File: src/rtl/hazard_frame_loader.sv
// hazard_frame_loader: receives a framed byte stream of hazard boxes, checks
// each box against the grid, packs the accepted ones into a shadow set and
// commits the whole frame atomically to the flattened output buses.
module hazard_frame_loader #(
  parameter logic [7:0] MAX_ROW     = 8'd7,
  parameter logic [7:0] MAX_COL     = 8'd31,
  parameter logic [3:0] SYNC_NIBBLE = 4'hA
) (
  input  logic         clk,
  input  logic         rst,
  input  logic [7:0]   in_data,
  input  logic         in_valid,
  output logic         in_ready,
  input  logic         frame_abort,
  output logic [3:0]   num_hazards,
  output logic [127:0] top_flat,
  output logic [127:0] left_flat,
  output logic [127:0] bottom_flat,
  output logic [127:0] right_flat,
  output logic         frame_valid,
  output logic         frame_err,
  output logic [3:0]   dropped
);

  localparam int unsigned BUS_W = 128;

  typedef enum logic [1:0] {
    S_IDLE   = 2'd0,
    S_RECV   = 2'd1,
    S_COMMIT = 2'd2
  } state_t;

  state_t             state_q, state_d;
  logic [3:0]         remain_q, remain_d;
  logic [1:0]         slot_q, slot_d;
  logic [3:0]         wr_q, wr_d;
  logic [3:0]         drop_q, drop_d;
  logic [23:0]        stage_q, stage_d;
  logic [BUS_W-1:0]   sh_top_q, sh_top_d;
  logic [BUS_W-1:0]   sh_left_q, sh_left_d;
  logic [BUS_W-1:0]   sh_bot_q, sh_bot_d;
  logic [BUS_W-1:0]   sh_right_q, sh_right_d;
  logic [BUS_W-1:0]   out_top_q, out_top_d;
  logic [BUS_W-1:0]   out_left_q, out_left_d;
  logic [BUS_W-1:0]   out_bot_q, out_bot_d;
  logic [BUS_W-1:0]   out_right_q, out_right_d;
  logic [3:0]         num_q, num_d;
  logic [3:0]         dropped_q, dropped_d;
  logic               fv_q, fv_d;
  logic               fe_q, fe_d;

  logic               in_fire;
  logic               hdr_ok;
  logic [7:0]         r_top, r_left, r_bot, r_right;
  logic               rec_ok;
  logic [6:0]         wr_bit;

  // Ready is held low while reset is asserted and for the single commit cycle.
  assign in_ready = !rst && (state_q != S_COMMIT);
  assign in_fire  = in_valid && in_ready;
  assign hdr_ok   = (in_data[7:4] == SYNC_NIBBLE);

  // The fourth byte of a record completes it on the wire; no extra stage.
  assign r_top   = stage_q[7:0];
  assign r_left  = stage_q[15:8];
  assign r_bot   = stage_q[23:16];
  assign r_right = in_data;
  assign rec_ok  = (r_top <= r_bot) && (r_left <= r_right) &&
                   (r_bot <= MAX_ROW) && (r_right <= MAX_COL);
  assign wr_bit  = {wr_q, 3'b000};

  // Next-state and datapath updates for the frame receiver.
  always_comb begin
    state_d     = state_q;
    remain_d    = remain_q;
    slot_d      = slot_q;
    wr_d        = wr_q;
    drop_d      = drop_q;
    stage_d     = stage_q;
    sh_top_d    = sh_top_q;
    sh_left_d   = sh_left_q;
    sh_bot_d    = sh_bot_q;
    sh_right_d  = sh_right_q;
    out_top_d   = out_top_q;
    out_left_d  = out_left_q;
    out_bot_d   = out_bot_q;
    out_right_d = out_right_q;
    num_d       = num_q;
    dropped_d   = dropped_q;
    fv_d        = 1'b0;
    fe_d        = 1'b0;

    case (state_q)
      S_IDLE: begin
        if (in_fire && !frame_abort && hdr_ok) begin
          remain_d   = in_data[3:0];
          slot_d     = 2'd0;
          wr_d       = 4'd0;
          drop_d     = 4'd0;
          sh_top_d   = '0;
          sh_left_d  = '0;
          sh_bot_d   = '0;
          sh_right_d = '0;
          state_d    = (in_data[3:0] != 4'd0) ? S_RECV : S_COMMIT;
        end
      end

      S_RECV: begin
        if (frame_abort) begin
          state_d    = S_IDLE;
          slot_d     = 2'd0;
          wr_d       = 4'd0;
          drop_d     = 4'd0;
          sh_top_d   = '0;
          sh_left_d  = '0;
          sh_bot_d   = '0;
          sh_right_d = '0;
        end else if (in_fire) begin
          slot_d = slot_q + 2'd1;
          case (slot_q)
            2'd0: stage_d[7:0]   = in_data;
            2'd1: stage_d[15:8]  = in_data;
            2'd2: stage_d[23:16] = in_data;
            default: begin
              if (rec_ok) begin
                sh_top_d[wr_bit +: 8]   = r_top;
                sh_left_d[wr_bit +: 8]  = r_left;
                sh_bot_d[wr_bit +: 8]   = r_bot;
                sh_right_d[wr_bit +: 8] = r_right;
                wr_d = wr_q + 4'd1;
              end else begin
                drop_d = drop_q + 4'd1;
              end
              remain_d = remain_q - 4'd1;
              if (remain_q == 4'd1) begin
                state_d = S_COMMIT;
              end
            end
          endcase
        end
      end

      S_COMMIT: begin
        out_top_d   = sh_top_q;
        out_left_d  = sh_left_q;
        out_bot_d   = sh_bot_q;
        out_right_d = sh_right_q;
        num_d       = wr_q;
        dropped_d   = drop_q;
        fv_d        = 1'b1;
        fe_d        = (drop_q != 4'd0);
        state_d     = S_IDLE;
      end

      default: state_d = S_IDLE;
    endcase
  end

  // State, shadow and committed-output registers with synchronous reset.
  always_ff @(posedge clk) begin
    if (rst) begin
      state_q     <= S_IDLE;
      remain_q    <= 4'd0;
      slot_q      <= 2'd0;
      wr_q        <= 4'd0;
      drop_q      <= 4'd0;
      stage_q     <= 24'd0;
      sh_top_q    <= '0;
      sh_left_q   <= '0;
      sh_bot_q    <= '0;
      sh_right_q  <= '0;
      out_top_q   <= '0;
      out_left_q  <= '0;
      out_bot_q   <= '0;
      out_right_q <= '0;
      num_q       <= 4'd0;
      dropped_q   <= 4'd0;
      fv_q        <= 1'b0;
      fe_q        <= 1'b0;
    end else begin
      state_q     <= state_d;
      remain_q    <= remain_d;
      slot_q      <= slot_d;
      wr_q        <= wr_d;
      drop_q      <= drop_d;
      stage_q     <= stage_d;
      sh_top_q    <= sh_top_d;
      sh_left_q   <= sh_left_d;
      sh_bot_q    <= sh_bot_d;
      sh_right_q  <= sh_right_d;
      out_top_q   <= out_top_d;
      out_left_q  <= out_left_d;
      out_bot_q   <= out_bot_d;
      out_right_q <= out_right_d;
      num_q       <= num_d;
      dropped_q   <= dropped_d;
      fv_q        <= fv_d;
      fe_q        <= fe_d;
    end
  end

  assign num_hazards = num_q;
  assign top_flat    = out_top_q;
  assign left_flat   = out_left_q;
  assign bottom_flat = out_bot_q;
  assign right_flat  = out_right_q;
  assign dropped     = dropped_q;
  assign frame_valid = fv_q;
  assign frame_err   = fe_q;

endmodule

File: config.mk
export PLATFORM = sky130hd
export DESIGN_NAME = hazard_frame_loader
export DESIGN_NICKNAME = d
export VERILOG_FILES = /design/src/rtl/hazard_frame_loader.sv
export SDC_FILE = /design/constraint.sdc
export NUM_CORES = 1
export LEC_CHECK = 0
export CAP_MARGIN = 15
export CELL_PAD_IN_SITES_DETAIL_PLACEMENT = 1
export CELL_PAD_IN_SITES_GLOBAL_PLACEMENT = 1
export CORE_MARGIN = 10
export CORE_UTILIZATION = 41
export DETAILED_ROUTE_END_ITERATION = 8
export PLACE_DENSITY = 0.75
export RECOVER_POWER = 50
export SLEW_MARGIN = 10
export SYNTH_ARGS = -nofsm -noshare
export SYNTH_HDL_FRONTEND = slang
export SYNTH_SLANG_ARGS = --single-unit
export TNS_END_PERCENT = 10
File: constraint.sdc
create_clock -name clk -period 5.2 [get_ports clk]
set_clock_uncertainty 0.1 [all_clocks]
set_input_delay 0.52 -clock clk [delete_from_list [all_inputs] [get_ports clk]]
set_output_delay 0.52 -clock clk [all_outputs]
set_load 0.05 [all_outputs]
==> flow_metrics.env <==
export IMPL_status="finished, violations left"
export IMPL_violations="capacitance limit, slew limit"
export IMPL_vias=26216
export IMPL_drc_errors=0
export IMPL_critPathLaunch="state_q[1]"
export IMPL_fin_ws_ns=1.11
export IMPL_p_comb_frac=0.017
export IMPL_hp_class="input pin to flip-flop"
export IMPL_synth_top_area_share=0.632
export IMPL_synth_area_leaders="dfxtp_1 63%, a22o_1 18%, o2bb2ai_1 2.7%, clkbuf_1 2.5%, o311ai_0 2.5%"
export IMPL_cts_setup_buffers=0
export IMPL_root_buffer="clkbuf_16"
export IMPL_seq_power_share=0.502
export IMPL_nets=3317
export IMPL_ys_types=53
export IMPL_worstSetupPathType="flip-flop to flip-flop"
export IMPL_clk_path_buf_depth=3
export IMPL_numClockSinks=1074
export IMPL_start_util=0.414
export IMPL_worst_pin_slew_ns=2.58
export IMPL_syn_inst=2848
export IMPL_vdd_ir_drop_max_v=0.000263
export IMPL_min_period_ns=4.09
export IMPL_cts_tree="built"
export IMPL_ios=535
export IMPL_cts_hold_buf=0
export IMPL_final_hold_viol_count=0
export IMPL_vias_per_cell=5.91
export IMPL_syn_nets=2887
export IMPL_place_ws_ns=0.776
export IMPL_ys_seq_elements=1074
export IMPL_gr_total_overflow=0
export IMPL_hpwl_mm=82.0
export IMPL_yosysTopAreaCell="dfxtp_1"
export IMPL_final_setup_viol_count=0
export IMPL_worst_setup_path_start_kind="flip-flop"
export IMPL_p_leak_nw=18.1
export IMPL_yosysSeqAreaShare=0.632
export IMPL_routedWlPerCell_microns=27.6
export IMPL_final_layout_size_suffix_gt1_frac=0.0747
export IMPL_slew_violations=266
export IMPL_layout_commonest_cell="dfxtp_1"
export IMPL_fillCellCount=8285
export IMPL_stdcell_count=4433
export IMPL_cp_end_kind="flip-flop"
export IMPL_rows=105
export IMPL_power_density_mw_per_mm2=373
export IMPL_synth_avg_cell_area_sq_um=11.9
export IMPL_ys_async_sr_fraction=0
export IMPL_ant_nets=0
export IMPL_maxSlewHeadroom=-0.717
export IMPL_die_h_microns=308
export IMPL_ys_dominant_reg_cell="dfxtp_1"
export IMPL_io_buffers=534
export IMPL_period_share=0.787
export IMPL_h_tree_depth=3
export IMPL_p_switching_mw=3.56
export IMPL_cp_max_fo=74
export IMPL_cts_resized=0
export IMPL_synth_edff_count=0
export IMPL_power_internal_mw=12.8
export IMPL_netSwitchingFraction=0.217
export IMPL_drv_cap=2
export IMPL_worst_ep_required_time_ns=5.62
export IMPL_first_pass_iters=5
export IMPL_antenna_found_initial=5
export IMPL_timing_fmax_mhz=244
export IMPL_globalplace_congestion=0.870
export IMPL_reg2reg_from="state_q[1]"
export IMPL_grt_max_degree=215
export IMPL_setup_tns_ns=0
export IMPL_design_core_area_sq_mm=0.0821
export IMPL_critPathArrivalTime_ns=4.51
export IMPL_synth_area_sq_mm=0.0340
export IMPL_p_clk_frac=0.481
export IMPL_clkLatencyLatePin_ns=0.68
export IMPL_drt_iter0_drc=2110
export IMPL_die_w_microns=308
export IMPL_grt_pass1_wl_mm=181
export IMPL_area_growth_pct=29.2
export IMPL_hp_start="rst"
export IMPL_grt_pass1_vias=27036
export IMPL_numCtsBuffers=107
export IMPL_yosys_warnings=0
export IMPL_rsz0062_at_grt="no"
export IMPL_path_clk_slew_ns=0.06
export IMPL_totalWireLength_mm=122
export IMPL_grt_use_total=0.247
export IMPL_design_die_area_sq_mm=0.0949
export IMPL_place_inst=4238
export IMPL_whs_ns=0.173
export IMPL_layout_common_cells="1074 x dfxtp_1, 704 x a22o_1, 522 x dlygate4sd3_1"
power groups by stage:
stage,clock (mW),sequential [mW],combinational [mW]
floorplan,0,8.41,0.155
global placement,0,8.41,0.270
detailed placement,0,8.41,0.280
CTS,8.01,8.23,0.281
global route,8.39,8.22,0.300
finish,7.88,8.23,0.282
per-layer routing:
metal	track usage	vias up	part of all wire
met2	0.406	926	0.47
li1	-	11659	-
met4	0.105	6	0.041
met1	0.301	13409	0.41
met5	0	-	0.00036
met3	0.0655	216	0.075
area by class of cell:
class,count,area (sq um),area share
clock buffer,152,3100,0.0705
antenna,1,2.50,0.0000569
tap,1070,1340,0.0305
inverter,26,97.6,0.00222
sequential,1074,21500,0.489
multi-input combinational,1483,11600,0.264
clock inverter,41,531,0.0121
timing repair buffer,586,5770,0.131
registers in the layout (all words and copies together), names as in the netlist, 24 cells and up:
register     cells
top_flat       128
sh_right_q     128
stage_q         24
left_flat      128
sh_left_q      128
right_flat     128
sh_top_q       128
bottom_flat    128
sh_bot_q       128
Yosys cell counts, drive strengths merged (27+ instances only):
library cell and number:
a22o 704, and3 35, clkbuf 228, nand3 38, o21ai 105, dfxtp 1074, a21oi 44, and2 98
o311ai 96, buf 37, nand2 79, o2bb2ai 105, ha 27
worst paths after layout:
kind	slack (ns)	endpoint	cells past startpoint
setup / recovery	1.11	stage_q[21]	7
hold / removal	0.17	remain_q[0]	2
setup reg to reg	1.11	stage_q[21]	7
hold reg to reg	0.36	bottom_flat[48]	1
worst max-delay path, stage by stage (launching register included):
cell and delay, ns:
dfxtp_1 0.38, nor2b_1 0.20, nor2_1 0.71, buf_4 0.78, and3_1 0.99, nand2_1 0.45, nand2_1 0.24, a21oi_1 0.09
through the flow:
step	area (sq um)	power, mW	util
2_1_floorplan	34000	8.56	-
3_3_place_gp	40300	8.68	0.491
3_5_place_dp	40300	8.69	0.491
4_1_cts	44000	16.5	0.536
5_1_grt	44000	16.9	0.535
6_report	44000	16.4	0.535
logic make-up (layout without fill, tap and decap cells):
logic type | Yosys count | count (layout) | share of synthesized area
xor+xnor | 3 | 3 | 0.000772
fa+ha+maj | 27 | 27 | 0.00993
flops | 1074 | 1074 | 0.632
simple gates | 356 | 356 | 0.0585
other cells | 0 | 1 | 0
buf+inv | 291 | 805 | 0.0340
mux | 2 | 2 | 0.000588
compound gates | 1095 | 1095 | 0.264
Note: power is estimated with default switching activity, not from simulation.
==> variant (same flow settings) <==
Reset style: asynchronous (`rst`), changed in one clocked block. Comments in the files are not updated.
--- a/src/rtl/hazard_frame_loader.sv
+++ b/src/rtl/hazard_frame_loader.sv
@@ -159,3 +159,3 @@
   // State, shadow and committed-output registers with synchronous reset.
-  always_ff @(posedge clk) begin
+  always_ff @(posedge clk or posedge rst) begin
     if (rst) begin
Function: not settled (the Yosys comparison gave no result); the edit may change what the design does.
==> variant against the unedited design <==
Maximum frequency is 7.8% lower. Count of clock-buffer cells in the layout is 9 higher. Final area is 17% higher. Largest power group unchanged. Sequential cell count stayed put. Critical endpoint is now stage_q[4]$_DFFE_PP0P_. The run still ends with max-capacitance violations, max-slew violations left. Wire length is 14% higher. Clock power is 6.2% higher. Area after synthesis is 20% higher. Core utilization is 1.3 points lower. Worst setup slack worse by 350 ps. Cell count is 32% higher. Power is 5.2% higher.
==> variant: results (changes against the unedited design) <==
STA
  • Fin Hold WS: 351 ps (was 173 ps)
  • Final Max Slew Viols: 435 (was 266)
  • F_max: 225 MHz (was 244 MHz)
  • Slew headroom: -101% (was -71.7%)

Hold path
  • Hold WC Path Type: primary input to asynchronous set/reset pin (was primary input to flop)

Global routing
  • M1 GR Usage: 31.4% (was 30.1%)
  • Vias in the first global route: 33300 (was 27000)
  • Initial antenna violation count: 4 (was 5)
  • First-pass GRT wire length: 212 mm (was 181 mm)
  • Largest net degree at the start of global routing: 176 (was 215)
  • Grt met3 use: 6.25% (was 6.55%)
  • Total track usage: 24.4% (was 24.7%)
  • GRT busiest layer: met2 (unchanged)
  • Global Route met2 Usage: 40.2% (was 40.6%)

Routing
  • DRT iter0 DRCs: 2235 (was 2110)
  • Met2 wire length: 67.1 mm (was 58.0 mm)
  • Met3 wire length: 9.36 mm (was 9.23 mm)
  • Met1 Wirelength: 58.6 mm (was 50.0 mm)
  • Post-Route WL: 139 mm (was 122 mm)
  • Vias/cell: 5.31 (was 5.91)
  • Pre-antenna DRT Iters: 5 (unchanged)
  • DR top layer: met5 (unchanged)

Layout
  • Layout cells sized above 1: 6.30% (was 7.47%)
  • Fin cells: 5847 (was 4433)
  • Nets: 4505 (was 3317)

Synth
  • Synth top cells by count: nand2_1, dfrtp_1, clkbuf_1 (was dfxtp_1, a22o_1, clkbuf_1)
  • Syn Inst Count: 4008 (was 2848)
  • Sequential share of the synthesized area: 65.6% (was 63.2%)
  • Ys async rst share: 100% (was 0%)
  • Top post-synthesis cells by area: dfrtp_1, nand2_1, a22o_1 (was dfxtp_1, a22o_1, o2bb2ai_1)
  • Synth unique cells: 54 (was 53)

Setup path
  • R2r setup slk: 760 ps (was 1110 ps)
  • CP max stage delay: 1910 ps (was 990 ps)
  • Critical path fanouts, max: 40 (was 74)
  • CP max stage cell: clkbuf_1 (was and3_1)
  • Worst Path Arrival: 4870 ps (was 4510 ps)

Power and ir drop
  • Maximum vdd drop: 0.242 mV (was 0.263 mV)
  • Pleak: 27.3 nW (was 18.1 nW)

Placement
  • Pre-CTS WS: 904 ps (was 776 ps)
  • Final Wtd Congestion: 0.834 (was 0.870)
  • Placed inst area: 0.0479 mm² (was 0.0403 mm²)
  • Placed wire-length estimate: 89.8 mm (was 82.0 mm)
  • Inst Count DP: 5635 (was 4238)

Flow run
  • Max-Cap Viols: 6 (was 2)

Run status
  • Status: complete, but fails checks (unchanged)
  • Violated checks: max-capacitance violations, max-slew violations (unchanged)

CTS
  • Post_cts resized: 0 (unchanged)
  • CTS Buf Count: 115 (was 107)
  • Longest Clk Path Bufs: 3 (unchanged)
  • Clock Latency Late Sink: 700 ps (was 680 ps)
-- variant: logic make-up after synthesis --
family / count (synthesis) / share of synthesized area [%]
AND/OR/NAND/NOR: 2061 / 20.4
flip-flops: 1074 / 65.6
XOR/XNOR: 2 / 0.0428
buffers and inverters: 318 / 3.01
AO/OA/AOI/OAI: 427 / 7.76
adder cells (fa/ha/maj): 27 / 0.824
multiplexers: 99 / 2.42
-- variant: report_power, final --
group	total (mW)	switching, mW	internal [mW]
logic	0.473	0.381	0.0919
clock network	8.37	3.45	4.91
registers	8.41	0.0272	8.38
-- variant: final timing paths --
path,depth (start not counted),start,end
hold / removal,2,rst,bottom_flat[87]$_DFFE_PP0P_
setup / recovery,7,state_q[1]$_DFFE_PP0P_,stage_q[4]$_DFFE_PP0P_
setup reg to reg,7,state_q[1]$_DFFE_PP0P_,stage_q[4]$_DFFE_PP0P_
hold reg to reg,2,sh_top_q[89]$_DFFE_PP0P_,top_flat[89]$_DFFE_PP0P_
min in group clk,2,sh_top_q[89]$_DFFE_PP0P_,top_flat[89]$_DFFE_PP0P_
max in group asynchronous,4,rst,sh_right_q[113]$_DFFE_PP0P_
-- variant: final cells by class --
class | count | area, µm²
clock inverter | 49 | 548
multi-input combinational | 2616 | 13100
inverter | 46 | 181
sequential | 1074 | 26900
timing repair buffer | 613 | 6040
fill | 10700 | 47200
clock buffer | 161 | 3300
antenna | 1 | 2.50
tap | 1287 | 1610
-- variant: critical path, delay by kind of cell, from the launching register on --
kind            cells  cell delay [ps]
flops               1              450
compound gates      1              110
simple gates        5             1710
buf+inv             1             1910
